$ cat src/rtl/imm_packer.sv
// Turns a 32-bit constant into the shortest addiu / ori / lui / lui+ori sequence that loads it.
// Optional pair counter: define IMM_PACK_STATS_EN.
`timescale 1ns/1ps
module imm_packer #(
    parameter logic [5:0] OP_ADDIU = 6'h09,
    parameter logic [5:0] OP_ORI   = 6'h0D,
    parameter logic [5:0] OP_LUI   = 6'h0F,
    parameter int         CNT_W    = 16
) (
    input  logic             clk,
    input  logic             reset,
    input  logic             in_valid,
    output logic             in_ready,
    input  logic [31:0]      in_value,
    input  logic [4:0]       in_rt,
    output logic             out_valid,
    input  logic             out_ready,
    output logic [31:0]      out_instr,
    output logic [15:0]      out_imm,
    output logic [1:0]       out_eop,
    output logic             out_last,
    output logic [CNT_W-1:0] pair_cnt
);

    typedef enum logic [1:0] {IDLE, EMIT1, EMIT2} state_t;

    state_t      state_q, state_d;
    logic        in_ready_q, in_ready_d;
    logic        out_valid_q, out_valid_d;
    logic [31:0] out_instr_q, out_instr_d;
    logic [1:0]  out_eop_q, out_eop_d;
    logic        out_last_q, out_last_d;
    logic [15:0] lo_q, lo_d;
    logic [4:0]  rt_q, rt_d;
    logic        two_q, two_d;

    logic fits_addiu, fits_ori, fits_lui;

    // Classification is done on the incoming value at capture; the second word only needs lo/rt.
    assign fits_addiu = (&in_value[31:15]) | ~(|in_value[31:15]);
    assign fits_ori   = (in_value[31:16] == 16'h0000);
    assign fits_lui   = (in_value[15:0] == 16'h0000);

    always_comb begin
        state_d     = state_q;
        in_ready_d  = in_ready_q;
        out_valid_d = out_valid_q;
        out_instr_d = out_instr_q;
        out_eop_d   = out_eop_q;
        out_last_d  = out_last_q;
        lo_d        = lo_q;
        rt_d        = rt_q;
        two_d       = two_q;
        case (state_q)
            IDLE: begin
                if (in_valid && in_ready_q) begin
                    state_d     = EMIT1;
                    in_ready_d  = 1'b0;
                    out_valid_d = 1'b1;
                    lo_d        = in_value[15:0];
                    rt_d        = in_rt;
                    if (fits_addiu) begin
                        out_instr_d = {OP_ADDIU, 5'd0, in_rt, in_value[15:0]};
                        out_eop_d   = 2'b00;
                        out_last_d  = 1'b1;
                        two_d       = 1'b0;
                    end else if (fits_ori) begin
                        out_instr_d = {OP_ORI, 5'd0, in_rt, in_value[15:0]};
                        out_eop_d   = 2'b01;
                        out_last_d  = 1'b1;
                        two_d       = 1'b0;
                    end else begin
                        out_instr_d = {OP_LUI, 5'd0, in_rt, in_value[31:16]};
                        out_eop_d   = 2'b10;
                        out_last_d  = fits_lui;
                        two_d       = ~fits_lui;
                    end
                end
            end
            EMIT1: begin
                if (out_ready) begin
                    if (two_q) begin
                        state_d     = EMIT2;
                        out_instr_d = {OP_ORI, rt_q, rt_q, lo_q};
                        out_eop_d   = 2'b01;
                        out_last_d  = 1'b1;
                    end else begin
                        state_d     = IDLE;
                        out_valid_d = 1'b0;
                        in_ready_d  = 1'b1;
                    end
                end
            end
            EMIT2: begin
                if (out_ready) begin
                    state_d     = IDLE;
                    out_valid_d = 1'b0;
                    in_ready_d  = 1'b1;
                end
            end
            default: begin
                state_d     = IDLE;
                out_valid_d = 1'b0;
                in_ready_d  = 1'b1;
            end
        endcase
    end

    always_ff @(posedge clk or negedge reset) begin
        if (!reset) begin
            state_q     <= IDLE;
            in_ready_q  <= 1'b1;
            out_valid_q <= 1'b0;
            out_instr_q <= 32'h0;
            out_eop_q   <= 2'b00;
            out_last_q  <= 1'b0;
            lo_q        <= 16'h0;
            rt_q        <= 5'd0;
            two_q       <= 1'b0;
        end else begin
            state_q     <= state_d;
            in_ready_q  <= in_ready_d;
            out_valid_q <= out_valid_d;
            out_instr_q <= out_instr_d;
            out_eop_q   <= out_eop_d;
            out_last_q  <= out_last_d;
            lo_q        <= lo_d;
            rt_q        <= rt_d;
            two_q       <= two_d;
        end
    end

`ifdef IMM_PACK_STATS_EN
    logic [CNT_W-1:0] pair_q, pair_d;

    // Counts the lui->ori transition and sticks at all-ones.
    always_comb begin
        pair_d = pair_q;
        if (state_q == EMIT1 && out_ready && two_q && !(&pair_q))
            pair_d = pair_q + {{(CNT_W-1){1'b0}}, 1'b1};
    end

    always_ff @(posedge clk or negedge reset) begin
        if (!reset)
            pair_q <= '0;
        else
            pair_q <= pair_d;
    end

    assign pair_cnt = pair_q;
`else
    assign pair_cnt = '0;
`endif

    assign in_ready  = in_ready_q;
    assign out_valid = out_valid_q;
    assign out_instr = out_instr_q;
    assign out_imm   = out_instr_q[15:0];
    assign out_eop   = out_eop_q;
    assign out_last  = out_last_q;

endmodule

$ cat config.mk
export PLATFORM = sky130hd
export DESIGN_NAME = imm_packer
export DESIGN_NICKNAME = d
export VERILOG_FILES = /design/src/rtl/imm_packer.sv
export SDC_FILE = /design/constraint.sdc
export NUM_CORES = 1
export LEC_CHECK = 0
export ABC_AREA = 1
export CAP_MARGIN = 30
export CORE_ASPECT_RATIO = 0.8
export CORE_MARGIN = 2
export CORE_UTILIZATION = 46
export CTS_CLUSTER_SIZE = 20
export DETAILED_ROUTE_END_ITERATION = 8
export GPL_ROUTABILITY_DRIVEN = 0
export HOLD_SLACK_MARGIN = 0.05
export PLACE_DENSITY = 0.78
export RECOVER_POWER = 25
export SYNTH_ARGS = -nofsm -noshare
export SYNTH_HDL_FRONTEND = slang
export SYNTH_SLANG_ARGS = --single-unit
$ cat constraint.sdc
create_clock -name clk -period 2.1 [get_ports clk]
set_clock_uncertainty 0.1 [all_clocks]
set_input_delay 0.42 -clock clk [delete_from_list [all_inputs] [get_ports clk]]
set_output_delay 0.42 -clock clk [all_outputs]
set_load 0.01 [all_outputs]
# Word-level counts from Yosys, hierarchy flattened
# Cells that the tools add are included.
# Widths: inputs -> output; s select.
dict set report totals {
  ff_bits 61
  in_bits 41
  out_inout_bits 69
}
dict set report classes {
  eq_ne 7
  mux 35
  bitwise_logic 3
  reduce_logical 11
}
# cell count
set ops {}
lappend ops {{$mux 32} 3}
lappend ops {{$pmux 32 s2} 1}
lappend ops {{$logic_not 16->1} 2}
lappend ops {{$mux 29} 1}
lappend ops {{$mux 28} 1}
lappend ops {{$mux 2} 9}
lappend ops {{$reduce_and 17->1} 1}
lappend ops {{$reduce_or 17->1} 1}
lappend ops {{$mux 1} 15}
lappend ops {{$ne 2x2->1 const B} 5}
lappend ops {{$reduce_and 4->1} 2}
lappend ops {{$pmux 1 s3} 2}
lappend ops {{$pmux 2 s3} 1}
lappend ops {{$pmux 2 s2} 1}
lappend ops {{$reduce_and 3->1} 1}
lappend ops {{$eq 2x1->1 const B} 1}
lappend ops {{$eq 2x2->1 const B} 1}
lappend ops {{$logic_not 2->1} 1}
lappend ops {{$not 1->1} 2}
lappend ops {{$pmux 1 s2} 1}
lappend ops {{$reduce_and 2->1} 1}
lappend ops {{$reduce_bool 2->1} 1}
lappend ops {{$logic_and 1x1->1} 1}
lappend ops {{$or 1x1->1} 1}

# Logic depth before layout (Yosys ltp)
# Gate-level depths: netlist of run 1.
dict set report logic_depth {
  depth_word 6
  depth_mapped 12
}

# Worst setup path after synthesis of run 1
# Ideal clock, no wire load.
dict set report synth_timing {
  path_kind {register to register}
  from {register state_q[0]}
  to {register lo_q[10]}
  setup_ps 118
  arrival_ps 1341
  required_time_ps 1882
  path_slack_ps 541
  stages_incl_launch_ff 13
  n_path_buf 2
  path_cell_list {dfrtp_1 buf_6 inv_4 nor2_8 nand2_2 nand2_1 inv_2 nand2_4 nor2_4 inv_2 buf_6 nand2_2 o21ai_2}
}
dict set report synth_between {
  elab_chain_cells 2
}
# item line
set synth_rtl {}
lappend synth_rtl {{start, declared} 27} ;# state_t state_q, state_d;
lappend synth_rtl {{start signal, assigned} 121} ;# state_q <= state_d;
lappend synth_rtl {{$logic_not 2->1} 54} ;# case (state_q)
lappend synth_rtl {{$reduce_and 2->1 (no line)} n/a}
lappend synth_rtl {{end signal, assigned} 127} ;# lo_q <= lo_d;
lappend synth_rtl {{end, declared} 33} ;# logic [15:0] lo_q, lo_d;
# No other way between the ends.
# A chain may end at the register's enable or synchronous reset.

# Worst setup path after layout of run 1
dict set report layout_timing {
  from {register in_ready_q, in the netlist in_ready}
  to {output in_ready}
}
# item line
set layout_lines {}
lappend layout_lines {{start, declared} 28} ;# logic in_ready_q, in_ready_d;
lappend layout_lines {{start signal, assigned} 122} ;# in_ready_q <= in_ready_d;
lappend layout_lines {{end, declared} 13} ;# output logic in_ready,
# No word-level cell between the ends.

==> results_dict.tcl, run 1 <==
set metrics [dict create \
    hold_buffers 1 \
    fp.dieH_um 78.0 \
    wirelength_um 8190 \
    tns_ns 0 \
    yosysTopAreaCell "dfrtp_1" \
    drt_iter0_drc 280 \
    ys_async_sr_fraction_pct 100 \
    ys_ff_latch 57 \
    avgSynthCellArea_um2 7.95 \
    synth_edf_count 0 \
    drv_cap 0 \
    rsz0062_at_grt "false" \
    synth_flop_cell "dfrtp_1" \
    utilization_pct 65.5 \
    hold_path_class "register to register" \
    powerDensity_nw_per_um2 1670 \
    pin_count 110 \
    vias_per_cell 5.07 \
    post-cts-setup-buffers 0 \
    overflow 0 \
    drive_above_1_share_pct 13.6 \
    dp.cells 553 \
    start_util_pct 48.4 \
    grt_max_degree 36 \
    grt.total_usage_pct 23.3 \
    synth.cell_area_um2 3150 \
    cts_made_buffers 9 \
    total_power_w 0.00710 \
    portBuffers 91 \
    yosys-top-cells-area "dfrtp_1 (45%), nand2_1 (12%), buf_4 (8.8%), a21oi_1 (7.3%), o21ai_2 (5.0%)" \
    worst-path-buf-inv 1 \
    synth.most_common_cell "nand2_1" \
    stdcell_count 570 \
    cts_tree "done" \
    clk_pin_slew_worst_paths_ns 0.06 \
    worst_ep_required_time_ns 1.58 \
    antenna_cells 0 \
    finalMaxSlewViolations 0 \
    cp_top_family "flip-flops" \
    critPathArrivalTime_ns 1.40 \
    ys_types 24 \
    avgRoutedWirePerCell_um 14.4 \
    synth-seq-area-share_pct 45.4 \
    intPower_w 0.00428 \
    pwr-share-comb_pct 53.3 \
    synthTopCellsByCount "nand2_1 (104), dfrtp_1 (56), a21oi_1 (46)" \
    grt_pass1_vias 2726 \
    cp-end-kind "output pin" \
    multiInputGateArea_um2 1240 \
    syn2layout_area_growth_pct 35.3 \
    cts_resized 0 \
    worstSetupStartpointType "register" \
    critPathSlowestCell "dfstp_2" \
    coreArea_um2 6510 \
    clkLatencyLatePin_ns 0.34 \
    switching_power_w 0.00283 \
    cts.path.max_buffers 2 \
    row_count 26 \
    fillCellCount 576 \
    ir_drop_v 0.000888 \
    synth-warning-count 0 \
    p_leak_nw 2.01 \
    path_cells "clkdlybuf4s50_1" \
    crit_type "register to output pin" \
    fmax_mhz 520 \
    tightestPinTransition_ns 1.29 \
    switching_share_pct 39.8 \
    die_area_um2 7520 \
    drc_errors 0 \
    clock_sinks 57 \
    hpwl_um 5990 \
    die_x_um 96.5 \
    antenna_found_initial 0 \
    slew_headroom_pct 13.9 \
    antenna_left 0 \
    dr.pass1.iters 5 \
    clkPwrFrac_pct 17.8 \
    syn_inst 396 \
    nNetsFinal 522 \
    regArea_um2 1430 \
    yosysTopAreaCellShare_pct 44.5 \
    vias 2890 \
    grt_pass1_wl_um 13300 \
    cts_max_level 3 \
    cts_root_buffer "clkbuf_8" \
    p_seq_share_pct 28.9 \
    critPathMaxStageDelay_ns 0.54 \
    status "finished clean" \
    critPathMaxFanout 3 \
    setup_viol 0 \
    period_share_pct 91.6 \
    fin_crit_ns 1.92 \
    hold_viol_final 0 \
]
==> per-layer routing <==
layer	track usage, %	up-vias	share of wire [%]
met4	6.62	0	1.3
met1	31.1	1372	43
met5	0	-	0
met3	7.57	18	8.0
met2	36.0	134	48
li1	-	1366	-
==> kinds of logic (layout without fill, tap and decap cells) <==
group / after synthesis / in the layout / share of synthesized area (%)
buf+inv: 92 / 165 / 17.3
other cells: 1 / 18 / 0.119
flops: 57 / 57 / 45.4
simple gates: 167 / 167 / 22.2
compound gates: 79 / 79 / 15.0
==> state kept, by name, summed over array words and instances (netlist names), 2 cells and up <==
register and flops:
lo_q 16, out_instr 29, rt_q 5, state_q 2
==> final timing paths <==
kind	start	end	slack, ns	depth (start not counted)
max	in_ready$_DFFE_PN1P_	in_ready	0.18	1
min	rt_q[3]$_DFFE_PN0P_	rt_q[3]$_DFFE_PN0P_	0.37	2
max reg2reg	state_q[0]$_DFFE_PN0P_	out_instr[12]$_DFFE_PN0P_	0.32	7
min reg2reg	rt_q[3]$_DFFE_PN0P_	rt_q[3]$_DFFE_PN0P_	0.37	2
max in group asynchronous	reset	out_instr[10]$_DFFE_PN0P_	0.30	3
min in group asynchronous	reset	state_q[0]$_DFFE_PN0P_	0.80	2
==> final cells by class <==
type                            instances  area share, %
Sequential cell                        57           33.5
Multi-Input combinational cell        264           29.1
Timing Repair Buffer                  109           25.6
Inverter                               40           3.58
Clock buffer                           11           3.32
Tap cell                               84           2.47
Clock inverter                          5           2.41
==> cell usage in the layout, fill, tap and decap left out, types with 2 or more instances in the layout <==
master,n
clkbuf_8,10
buf_12,4
clkdlybuf4s50_1,90
buf_4,13
inv_1,36
nand2_1,104
dfrtp_1,56
o21ai_0,9
clkbuf_1,2
nor2_1,41
bufinv_16,3
nand3_1,6
conb_1,18
a21oi_1,46
o21ai_2,18
a31oi_1,5
nand4_1,5
nand2_2,7
inv_2,3
==> per-stage QoR <==
step                      setup slack [ns]  instance area, um^2  hold WS (ns)
final                                0.176                 4260         0.374
after detailed placement            0.0380                 4010         0.336
after global placement              0.0563                 4010         0.331
after global routing                0.0718                 4260         0.392
after floorplan                      0.541                 3210        0.0244
after CTS                            0.165                 4260         0.377
==> power groups by stage <==
stage	clock network (W)	registers (W)	logic, W
floorplan	0	0.00212	0.00233
global placement	0	0.00203	0.00368
detailed placement	0	0.00206	0.00378
CTS	0.00128	0.00205	0.00381
global route	0.00135	0.00212	0.00416
finish	0.00126	0.00205	0.00379
No activity file was read; power rests on OpenSTA's default activity.
==> inputs of run 2 (changes only) <==
- CAP_MARGIN: 30 -> unset
==> results of run 2 <==
The final DEF is identical to that of run 1; final timing and power are the same.
